File: config.mk
export PLATFORM = sky130hd
export DESIGN_NAME = clk_div_switch_flat
export DESIGN_NICKNAME = d
export VERILOG_FILES = /design/src/rtl/clk_div_switch_if.sv /design/src/rtl/clk_div_switch.sv /design/src/flat_wrapper.sv
export SDC_FILE = /design/constraint.sdc
export NUM_CORES = 1
export LEC_CHECK = 0
export CAP_MARGIN = 20
export CORE_ASPECT_RATIO = 0.5
export CORE_MARGIN = 2
export CORE_UTILIZATION = 35
export DETAILED_ROUTE_END_ITERATION = 6
export HOLD_SLACK_MARGIN = 0.03
export SYNTH_ARGS = -nofsm -noshare
export SYNTH_HDL_FRONTEND = slang
export SYNTH_SLANG_ARGS = --single-unit
File: constraint.sdc
create_clock -name clk -period 2.2 [get_ports clk]
set_clock_uncertainty 0.05 [all_clocks]
set_input_delay 0.22 -clock clk [delete_from_list [all_inputs] [get_ports clk]]
set_output_delay 0.22 -clock clk [all_outputs]
set_load 0.1 [all_outputs]
File: src/rtl/clk_div_switch_if.sv
// Channel-select request handshake between a requester (master) and clk_div_switch (slave).
interface clk_div_switch_if #(
    parameter int CLK_NUM = 3
);
    localparam int SEL_W = $clog2(CLK_NUM);

    logic [SEL_W-1:0] sel;
    logic             sel_vld;
    logic             sel_rdy;

    modport master (output sel, output sel_vld, input sel_rdy);
    modport slave  (input sel, input sel_vld, output sel_rdy);
endinterface

File: src/rtl/clk_div_switch.sv
// Programmable clock divider selecting one of CLK_NUM half-period channels;
// channel changes happen only at the end of a low phase, followed by a fixed low gap.
module clk_div_switch #(
    parameter int CLK_NUM = 3,
    parameter int CNT_W   = 4,
    parameter int GAP_CYC = 2
) (
    input  logic                       clk,
    input  logic                       rst_n,
    input  logic [CLK_NUM*CNT_W-1:0]   div_cfg,
    clk_div_switch_if.slave            req,
    output logic                       clk_out,
    output logic                       clk_en,
    output logic [$clog2(CLK_NUM)-1:0] cur_sel,
    output logic                       sw_done
);
    localparam int SEL_W = $clog2(CLK_NUM);
    localparam int GAP_W = (GAP_CYC > 1) ? $clog2(GAP_CYC) : 1;

    typedef enum logic [1:0] {
        ST_RUN  = 2'd0,
        ST_WAIT = 2'd1,
        ST_GAP  = 2'd2
    } state_t;

    state_t           state_r, state_nxt_s;
    logic             clk_out_r, clk_out_nxt_s;
    logic             clk_en_r, clk_en_nxt_s;
    logic             sw_done_r, sw_done_nxt_s;
    logic             sel_rdy_r, sel_rdy_nxt_s;
    logic             h_vld_r;
    logic [CNT_W-1:0] cnt_r, cnt_nxt_s;
    logic [CNT_W-1:0] h_cur_r, h_cur_nxt_s, h_use_s;
    logic [GAP_W-1:0] gap_cnt_r, gap_cnt_nxt_s;
    logic [SEL_W-1:0] cur_sel_r, cur_sel_nxt_s;
    logic [SEL_W-1:0] pend_sel_r, pend_sel_nxt_s;
    logic [SEL_W-1:0] req_map_s;
    logic             phase_end_s, switch_req_s, hold_low_s, gap_end_s;

    // A zero field is treated as a half-period of one cycle.
    function automatic logic [CNT_W-1:0] half_of(input logic [CLK_NUM*CNT_W-1:0] cfg,
                                                 input logic [SEL_W-1:0] ch);
        logic [CNT_W-1:0] fld;
        fld = cfg[int'(ch)*CNT_W +: CNT_W];
        if (fld == {CNT_W{1'b0}}) begin
            half_of = CNT_W'(1);
        end else begin
            half_of = fld;
        end
    endfunction

    function automatic logic [SEL_W-1:0] map_sel(input logic [SEL_W-1:0] s);
        if (int'(s) >= CLK_NUM) begin
            map_sel = {SEL_W{1'b0}};
        end else begin
            map_sel = s;
        end
    endfunction

    // Until the first edge after reset, the live channel-0 field stands in for h_cur.
    assign h_use_s      = h_vld_r ? h_cur_r : half_of(div_cfg, cur_sel_r);
    assign phase_end_s  = (cnt_r == (h_use_s - CNT_W'(1)));
    assign req_map_s    = map_sel(req.sel);
    assign switch_req_s = (state_r == ST_RUN) && sel_rdy_r && req.sel_vld && (req_map_s != cur_sel_r);
    assign hold_low_s   = (state_r == ST_WAIT) && !clk_out_r && phase_end_s;
    assign gap_end_s    = (state_r == ST_GAP) && (gap_cnt_r == GAP_W'(GAP_CYC - 1));

    // Next-state logic for the switch controller.
    always_comb begin
        state_nxt_s = state_r;
        case (state_r)
            ST_RUN: begin
                if (switch_req_s) begin
                    state_nxt_s = ST_WAIT;
                end else begin
                    state_nxt_s = ST_RUN;
                end
            end
            ST_WAIT: begin
                if (hold_low_s) begin
                    state_nxt_s = ST_GAP;
                end else begin
                    state_nxt_s = ST_WAIT;
                end
            end
            ST_GAP: begin
                if (gap_end_s) begin
                    state_nxt_s = ST_RUN;
                end else begin
                    state_nxt_s = ST_GAP;
                end
            end
            default: state_nxt_s = ST_RUN;
        endcase
    end

    // Next values of the phase counter, divided clock, channel registers and pulses.
    always_comb begin
        clk_out_nxt_s  = clk_out_r;
        clk_en_nxt_s   = 1'b0;
        sw_done_nxt_s  = 1'b0;
        cnt_nxt_s      = cnt_r;
        h_cur_nxt_s    = h_cur_r;
        gap_cnt_nxt_s  = gap_cnt_r;
        cur_sel_nxt_s  = cur_sel_r;
        pend_sel_nxt_s = pend_sel_r;
        sel_rdy_nxt_s  = (state_nxt_s == ST_RUN);
        if (state_r == ST_GAP) begin
            if (gap_end_s) begin
                clk_out_nxt_s = 1'b1;
                clk_en_nxt_s  = 1'b1;
                sw_done_nxt_s = 1'b1;
                cnt_nxt_s     = {CNT_W{1'b0}};
                gap_cnt_nxt_s = {GAP_W{1'b0}};
                cur_sel_nxt_s = pend_sel_r;
                h_cur_nxt_s   = half_of(div_cfg, pend_sel_r);
            end else begin
                gap_cnt_nxt_s = gap_cnt_r + GAP_W'(1);
            end
        end else if (hold_low_s) begin
            // Suppress the rise: the low phase runs on into the gap.
            cnt_nxt_s     = {CNT_W{1'b0}};
            gap_cnt_nxt_s = {GAP_W{1'b0}};
        end else if (phase_end_s) begin
            clk_out_nxt_s = !clk_out_r;
            clk_en_nxt_s  = !clk_out_r;
            cnt_nxt_s     = {CNT_W{1'b0}};
            h_cur_nxt_s   = half_of(div_cfg, cur_sel_r);
        end else begin
            cnt_nxt_s   = cnt_r + CNT_W'(1);
            h_cur_nxt_s = h_use_s;
        end
        if (switch_req_s) begin
            pend_sel_nxt_s = req_map_s;
        end else begin
            pend_sel_nxt_s = pend_sel_r;
        end
    end

    // State register.
    always_ff @(posedge clk or negedge rst_n) begin
        if (!rst_n) begin
            state_r <= ST_RUN;
        end else begin
            state_r <= state_nxt_s;
        end
    end

    // Datapath and output registers.
    always_ff @(posedge clk or negedge rst_n) begin
        if (!rst_n) begin
            clk_out_r  <= 1'b0;
            clk_en_r   <= 1'b0;
            sw_done_r  <= 1'b0;
            sel_rdy_r  <= 1'b1;
            h_vld_r    <= 1'b0;
            cnt_r      <= {CNT_W{1'b0}};
            h_cur_r    <= CNT_W'(1);
            gap_cnt_r  <= {GAP_W{1'b0}};
            cur_sel_r  <= {SEL_W{1'b0}};
            pend_sel_r <= {SEL_W{1'b0}};
        end else begin
            clk_out_r  <= clk_out_nxt_s;
            clk_en_r   <= clk_en_nxt_s;
            sw_done_r  <= sw_done_nxt_s;
            sel_rdy_r  <= sel_rdy_nxt_s;
            h_vld_r    <= 1'b1;
            cnt_r      <= cnt_nxt_s;
            h_cur_r    <= h_cur_nxt_s;
            gap_cnt_r  <= gap_cnt_nxt_s;
            cur_sel_r  <= cur_sel_nxt_s;
            pend_sel_r <= pend_sel_nxt_s;
        end
    end

    assign clk_out     = clk_out_r;
    assign clk_en      = clk_en_r;
    assign sw_done     = sw_done_r;
    assign cur_sel     = cur_sel_r;
    assign req.sel_rdy = sel_rdy_r;

endmodule

File: src/flat_wrapper.sv
// flat-port wrapper written by rule: the top's interface ports become plain ports
module clk_div_switch_flat 
#(
    parameter int CLK_NUM = 3,
    parameter int CNT_W   = 4,
    parameter int GAP_CYC = 2
)
  (clk, rst_n, div_cfg, clk_out, clk_en, cur_sel, sw_done, req_sel, req_sel_vld, req_sel_rdy);
  clk_div_switch_if #(.CLK_NUM(CLK_NUM)) req_i ();
  input  logic clk;
  input  logic rst_n;
  input  logic [CLK_NUM*CNT_W-1:0] div_cfg;
  output logic clk_out;
  output logic clk_en;
  output logic [$clog2(CLK_NUM)-1:0] cur_sel;
  output logic sw_done;
  input wire logic [$bits(req_i.sel)-1:0] req_sel;
  input wire logic [$bits(req_i.sel_vld)-1:0] req_sel_vld;
  output wire logic [$bits(req_i.sel_rdy)-1:0] req_sel_rdy;
  assign req_i.sel = req_sel;
  assign req_i.sel_vld = req_sel_vld;
  assign req_sel_rdy = req_i.sel_rdy;
  clk_div_switch #(.CLK_NUM(CLK_NUM), .CNT_W(CNT_W), .GAP_CYC(GAP_CYC)) u_core (.clk(clk), .rst_n(rst_n), .div_cfg(div_cfg), .req(req_i), .clk_out(clk_out), .clk_en(clk_en), .cur_sel(cur_sel), .sw_done(sw_done));
endmodule
== Yosys cells after proc, flatten, opt, wreduce, memory -nomap -nowiden ==
Index checks and enable logic that the tools add are counted.
Word-level totals
  flip-flop bits (word level): 20
  input bits: 17
  word-level logic and storage cells: 67
Cells by class
  add/sub/neg operators: 3
  magnitude comparators: 1
  equal/unequal tests: 6
  shifts and indexed selects: 2
  mux-type cells: 28
  reductions and logical operators: 16
Operators by type and width (number)
  4-bit two-way mux: 11
  12-bit by 5-bit indexed part select with 4-bit output: 2
  1-bit two-way mux: 13
  4-bit logical NOT: 2
  1-bit logical AND: 6
  2-bit two-way mux: 3
  2-bit one-hot mux with 3 select lines: 1
  4-bit by 1-bit adder with 4-bit output, second input constant: 1
  4-bit == test: 1
  2-bit logical NOT: 2
  2-bit AND reduction: 2
  2-bit nonzero test: 2
  4-bit by 1-bit subtractor with 4-bit output, second input constant: 1
  3-bit AND reduction: 1
  2-bit by 1-bit == test with 1-bit output, second input constant: 1
  2-bit == test, second input constant: 1
  2-bit greater-or-equal comparator, second input constant: 1
  2-bit by 1-bit inequality test with 1-bit output, second input constant: 1
  2-bit inequality test: 1
  2-bit inequality test, second input constant: 1
  1-bit adder, second input constant: 1
  1-bit logical NOT: 1

== Depth between registers and ports, before layout ==
  word-level depth: 10
  gate-level depth with buffers: 9
  mapped depth without buffers: 8

== Least setup slack after synthesis ==
Ideal clock, no wire load.
  path kind: reg-to-reg
  from: register u_core.cur_sel_r[1], in the netlist u_core.cur_sel[1]
  to: register u_core.h_cur_r[3]
  setup time: 0.082 ns
  arrival time: 2.917 ns
  data required time: 2.068 ns
  path slack: -0.849 ns
  stages on the path, launching flop included: 10
  buffers on the path: 1
  period minus slack after synthesis: 3.049 ns
  cell sequence: dfrtp_1 buf_6 mux2_2 a22oi_2 o211ai_1 a2111o_1 nand4_4 nand2_4 mux2_4 a31oi_1
Between the ends
  cells in the longest elaborated chain, start to end: 9
Ends and longest elaborated chain
  start, declared: RTL line clk_div_switch.sv:35  | logic [SEL_W-1:0] cur_sel_r, cur_sel_nxt_s;
  start signal, assigned: RTL line clk_div_switch.sv:160  | cur_sel_r <= {SEL_W{1'b0}};
  start signal, assigned: RTL line clk_div_switch.sv:171  | cur_sel_r <= cur_sel_nxt_s;
  12-bit by 5-bit indexed part select with 4-bit output (*): RTL line clk_div_switch.sv:44  | fld = cfg[int'(ch)*CNT_W +: CNT_W];
  4-bit logical NOT: RTL line clk_div_switch.sv:45  | if (fld == {CNT_W{1'b0}}) begin
  4-bit two-way mux (*): RTL line clk_div_switch.sv:45
  4-bit two-way mux: RTL line clk_div_switch.sv:61  | assign h_use_s = h_vld_r ? h_cur_r : half_of(div_cfg, cur_sel_r);
  4-bit by 1-bit subtractor with 4-bit output: RTL line clk_div_switch.sv:62  | assign phase_end_s = (cnt_r == (h_use_s - CNT_W'(1)));
  4-bit == test: RTL line clk_div_switch.sv:62
  4-bit two-way mux / 1-bit logical AND (equally long branches): RTL line clk_div_switch.sv:124, clk_div_switch.sv:65
  4-bit two-way mux / 2-bit inequality test (equally long branches)
  4-bit two-way mux / 2-bit AND reduction (equally long branches)
  end signal, assigned: RTL line clk_div_switch.sv:169  | h_cur_r <= h_cur_nxt_s;
  end, declared: RTL line clk_div_switch.sv:33  | logic [CNT_W-1:0] h_cur_r, h_cur_nxt_s, h_use_s;
Every way passes the cells marked *; elsewhere a longest branch is shown, timed or not. The select of a mux whose other input is x is not followed.
A chain may end at the register's enable or synchronous reset.

== Final worst setup path ==
  from: register u_core.cur_sel_r[1], in the netlist u_core.cur_sel[1]
  to: register u_core.h_cur_r[1]
Same word-level chain as after synthesis.

==> metrics.txt <==
# TYPE chip_impl_metric gauge
chip_impl_info{name="grt_setup_unrepaired",value="yes"} 1
chip_impl_metric{name="num_antenna_cells",unit=""} 0
chip_impl_metric{name="multi_input_area",unit="µm²"} 943
chip_impl_info{name="outcome",value="complete, but fails checks"} 1
chip_impl_metric{name="fp.dieArea",unit="mm²"} 0.00459
chip_impl_metric{name="clk_pin_slew_worst_paths",unit="ns"} 0.08
chip_impl_metric{name="fin_crit_sh",unit="%"} 122
chip_impl_metric{name="reg2reg_depth",unit=""} 9
chip_impl_metric{name="drive_above_1_share",unit="%"} 39.2
chip_impl_metric{name="detail-route-antenna-nets",unit=""} 0
chip_impl_metric{name="rd_place_congestion",unit=""} 0.835
chip_impl_metric{name="first_global_vias",unit=""} 1227
chip_impl_metric{name="place.detailed.hpwl",unit="µm"} 2780
chip_impl_info{name="regToRegStartpoint",value="u_core.cur_sel[1]$_DFFE_PN0P_"} 1
chip_impl_metric{name="final_nets",unit=""} 228
chip_impl_info{name="post-synth-top-area-cell",value="sky130_fd_sc_hd__dfrtp_1"} 1
chip_impl_metric{name="layoutNonFillerInstCount",unit=""} 263
chip_impl_metric{name="finalHoldViolations",unit=""} 0
chip_impl_metric{name="violation_count_after_the_first_detailed_routing_iteration",unit=""} 66
chip_impl_metric{name="htree_num_levels",unit=""} 1
chip_impl_metric{name="initial_core_util",unit="%"} 36.4
chip_impl_metric{name="postPlaceCellArea",unit="mm²"} 0.00189
chip_impl_metric{name="grt_start_max_net_pins",unit=""} 21
chip_impl_metric{name="maxClockFrequency",unit="MHz"} 372
chip_impl_metric{name="detailedPlace.worstSlack",unit="ns"} -0.502
chip_impl_info{name="cts_root_buffer",value="sky130_fd_sc_hd__clkbuf_8"} 1
chip_impl_metric{name="area_growth",unit="%"} 48.4
chip_impl_metric{name="cts_num_sinks",unit=""} 20
chip_impl_metric{name="drt-total-wl",unit="µm"} 3820
chip_impl_metric{name="netlist_instances",unit=""} 152
chip_impl_metric{name="power_density",unit="mW/mm²"} 1370
chip_impl_metric{name="path_max_fanout",unit=""} 8
chip_impl_metric{name="fillers",unit=""} 353
chip_impl_metric{name="timing.final.max_slew_violations",unit=""} 0
chip_impl_metric{name="port_buffers",unit=""} 22
chip_impl_metric{name="post_dr_wirelength_cell",unit="µm"} 14.5
chip_impl_metric{name="layout.area.seq",unit="µm²"} 510
chip_impl_metric{name="worst_ep_required_time",unit="ns"} 2.33
chip_impl_metric{name="synthArstFlopShare",unit="%"} 100
chip_impl_metric{name="synthDistinctLibCells",unit=""} 50
chip_impl_metric{name="fp-row-count",unit=""} 16
chip_impl_metric{name="period_minus_slack",unit="ns"} 2.69
chip_impl_metric{name="yosysSeqAreaShare",unit="%"} 35.6
chip_impl_metric{name="leakagePower",unit="nW"} 0.919
chip_impl_metric{name="worstSkewPairLatency",unit="ns"} 0.27
chip_impl_info{name="synthFlopType",value="sky130_fd_sc_hd__dfrtp_1"} 1
chip_impl_metric{name="core_box_area",unit="mm²"} 0.00388
chip_impl_metric{name="fin_area",unit="mm²"} 0.00210
chip_impl_metric{name="gr-total-overflow",unit=""} 0
chip_impl_metric{name="io-pin-count",unit=""} 23
chip_impl_metric{name="synthesis.area_per_instance",unit="µm²"} 9.30
chip_impl_metric{name="regToRegSetupSlack",unit="ns"} -0.49
chip_impl_metric{name="global_route.usage.total",unit="%"} 17.1
chip_impl_metric{name="arrival",unit="ns"} 2.82
chip_impl_metric{name="first_pass_iters",unit=""} 4
chip_impl_metric{name="finalWorstSetupSlack",unit="ns"} -0.486
chip_impl_metric{name="die_h",unit="µm"} 48.9
chip_impl_info{name="critical_path.startpoint_type",value="flop"} 1
chip_impl_metric{name="cts.path.max_buffers",unit=""} 2
chip_impl_info{name="worstHoldPathType",value="input port to asynchronous set/reset pin"} 1
chip_impl_metric{name="post_detailed_route_via_to_cell_ratio",unit=""} 5.27
chip_impl_info{name="critPathKind",value="flop to flop"} 1
chip_impl_metric{name="cts.hold.buffers_added",unit=""} 0
chip_impl_info{name="violations",value="setup timing"} 1
chip_impl_metric{name="synth_area",unit="mm²"} 0.00141
chip_impl_metric{name="postSynthNetCount",unit=""} 170
chip_impl_metric{name="drv.max_cap_violation_count",unit=""} 0
chip_impl_metric{name="die_x",unit="µm"} 93.9
chip_impl_metric{name="antenna_found_initial",unit=""} 0
chip_impl_metric{name="tritoncts.num_buffers",unit=""} 3
chip_impl_metric{name="power.ir.vdd_worst",unit="V"} 0.000540
chip_impl_info{name="synth.area.top_cells",value="sky130_fd_sc_hd__dfrtp_1 (32%), sky130_fd_sc_hd__o21ai_0 (5.7%), sky130_fd_sc_hd__mux2i_1 (4.2%)"} 1
chip_impl_metric{name="yosys_warnings",unit=""} 0
chip_impl_info{name="critPathCaptureType",value="flop"} 1
chip_impl_metric{name="placedCellCount",unit=""} 251
chip_impl_metric{name="synth_edf_count",unit=""} 0
chip_impl_metric{name="dr_total_vias",unit=""} 1385
chip_impl_metric{name="wire_length_of_the_first_global_routing_pass",unit="µm"} 6070
chip_impl_info{name="cts_tree",value="done"} 1
chip_impl_info{name="worstReg2RegEnd",value="u_core.h_cur_r[1]$_DFFE_PN0P_"} 1
chip_impl_metric{name="number_of_remaining_drc_errors",unit=""} 0
chip_impl_metric{name="final_setup_violating_endpoints",unit=""} 13
chip_impl_metric{name="fraction_of_synthesized_cell_area_taken_by_the_top_area_cell_type",unit="%"} 31.9
chip_impl_metric{name="whs",unit="ns"} 0.238
chip_impl_metric{name="postSynthRegisterBits",unit=""} 20
==> stage by stage <==
stage	utilization [%]	setup TNS [ns]	total power (W)
CTS	51.8	-4.14	0.00271
global placement	48.6	-6.33	0.00220
floorplan	-	-3.95	0.00177
global route	54.0	-5.88	0.00306
finish	54.0	-4.27	0.00288
detailed placement	48.6	-5.26	0.00221
==> area by class of cell <==
type                            instances  area share, %
Clock inverter                          1           1.43
Timing Repair Buffer                   58           23.0
Clock buffer                            3           1.97
Sequential cell                        20           24.3
Multi-Input combinational cell        121           45.0
Tap cell                               54           3.22
Inverter                                6           1.07
==> report_power, final <==
part,internal (W),switching (W),leakage [nW],total (W)
combinational,0.000785,0.000938,0.639,0.00172
sequential,0.000543,0.000243,0.244,0.000787
clock,0.000243,0.000131,0.0357,0.000374
total,0.00157,0.00131,0.919,0.00288
==> synth_stat cells (4+ instances only) <==
master and count:
sky130_fd_sc_hd__o21ai_0 16, sky130_fd_sc_hd__mux2_2 5, sky130_fd_sc_hd__a21oi_1 9, sky130_fd_sc_hd__nand2b_1 4, sky130_fd_sc_hd__dfrtp_1 18, sky130_fd_sc_hd__nand2_1 12
sky130_fd_sc_hd__o31ai_1 4, sky130_fd_sc_hd__nor2b_1 5, sky130_fd_sc_hd__nor2_1 9, sky130_fd_sc_hd__inv_1 6, sky130_fd_sc_hd__a31oi_1 5, sky130_fd_sc_hd__mux2i_1 6
==> layout by cell type, fill, tap and decap left out, types with 2 or more instances in the layout <==
cell / synthesis / routed
sky130_fd_sc_hd__mux2_2: 5 / 4
sky130_fd_sc_hd__nand2_4: 1 / 2
sky130_fd_sc_hd__xor2_1: 2 / 2
sky130_fd_sc_hd__nand2b_1: 4 / 4
sky130_fd_sc_hd__buf_4: 0 / 40
sky130_fd_sc_hd__dfrtp_4: 0 / 2
sky130_fd_sc_hd__o31ai_2: 0 / 2
sky130_fd_sc_hd__a21oi_2: 0 / 2
sky130_fd_sc_hd__dfstp_2: 2 / 2
sky130_fd_sc_hd__clkbuf_8: 0 / 3
sky130_fd_sc_hd__a21oi_1: 9 / 6
sky130_fd_sc_hd__o21ai_2: 0 / 3
sky130_fd_sc_hd__nand2_1: 12 / 11
sky130_fd_sc_hd__nor3_1: 3 / 2
sky130_fd_sc_hd__dfrtp_1: 18 / 16
sky130_fd_sc_hd__clkdlybuf4s50_1: 0 / 16
sky130_fd_sc_hd__nand3b_1: 2 / 2
sky130_fd_sc_hd__buf_6: 1 / 2
sky130_fd_sc_hd__and2_1: 2 / 2
sky130_fd_sc_hd__nor2b_1: 5 / 4
sky130_fd_sc_hd__inv_1: 6 / 5
sky130_fd_sc_hd__o21ai_0: 16 / 13
sky130_fd_sc_hd__a22o_1: 3 / 3
sky130_fd_sc_hd__a31oi_1: 5 / 5
sky130_fd_sc_hd__o211ai_1: 3 / 3
sky130_fd_sc_hd__a22oi_1: 3 / 3
sky130_fd_sc_hd__nor2_1: 9 / 9
sky130_fd_sc_hd__nand4_1: 2 / 2
sky130_fd_sc_hd__mux2i_1: 6 / 5
sky130_fd_sc_hd__mux2_4: 1 / 2
==> timing repair <==
| item | CTS | global route |
|---|---|---|
| endpoints found under the setup margin | 13 | 13 |
| setup buffers | 5 | 3 |
| resized for setup | 6 | 16 |
| pin swaps | 5 | 10 |
==> metal layers <==
layer  part of all wire, %  track usage (%)  up-vias
met2                    45             25.1       33
met4                   1.2             4.35        0
met5                     0                0        -
li1                      -                -      680
met3                   3.6             3.25        5
met1                    50             25.8      667
==> flip-flops by register name, summed over array words and instances (netlist names) <==
signal	cells
u_core.pend_sel_r	2
u_core.cur_sel	2
u_core.h_cur_r	4
u_core.clk_out	1
u_core.cnt_r	4
u_core.clk_en	1
u_core.state_r	2
u_core.h_vld_r	1
u_core.req.sel_rdy	1
u_core.sw_done	1
u_core.gap_cnt_r	1
==> how the worst max path moves through the flow <==
stage | from | end | depth (start not counted)
6_report | u_core.cur_sel[1]$_DFFE_PN0P_ | u_core.h_cur_r[1]$_DFFE_PN0P_ | 9
4_1_cts | u_core.cur_sel[1]$_DFFE_PN0P_ | u_core.h_cur_r[3]$_DFFE_PN0P_ | 9
3_5_place_dp | div_cfg[9] | u_core.h_cur_r[2]$_DFFE_PN0P_ | 9
2_1_floorplan | u_core.cur_sel[1]$_DFFE_PN0P_ | u_core.h_cur_r[3]$_DFFE_PN0P_ | 9
3_3_place_gp | div_cfg[9] | u_core.h_cur_r[2]$_DFFE_PN0P_ | 9
5_1_grt | u_core.cur_sel[1]$_DFFE_PN0P_ | u_core.h_cur_r[1]$_DFFE_PN0P_ | 9
==> kinds of logic (layout without fill, tap and decap cells) <==
kind of cell	count (synthesis)	count (layout)	share of synthesized area [%]
AO/OA/AOI/OAI	54	54	26.5
AND/OR/NAND/NOR	49	49	20.5
flip-flops	20	20	35.6
multiplexers	13	13	10.9
buffers and inverters	11	68	3.54
XOR/XNOR	3	3	1.86
adder cells (fa/ha/maj)	1	1	0.885
other	1	1	0.265
==> worst max-delay path, cell delays in order, from the launching register on <==
cell                      delay (ns)
sky130_fd_sc_hd__dfrtp_4        0.49
sky130_fd_sc_hd__mux2_2         0.37
sky130_fd_sc_hd__a22o_1         0.22
sky130_fd_sc_hd__o31ai_2        0.30
sky130_fd_sc_hd__o21ai_2        0.13
sky130_fd_sc_hd__mux2i_4        0.35
sky130_fd_sc_hd__buf_4          0.18
sky130_fd_sc_hd__and3_2         0.19
sky130_fd_sc_hd__o21ai_0        0.10
sky130_fd_sc_hd__a31oi_1        0.22
Power figures use the tool's default switching activity.
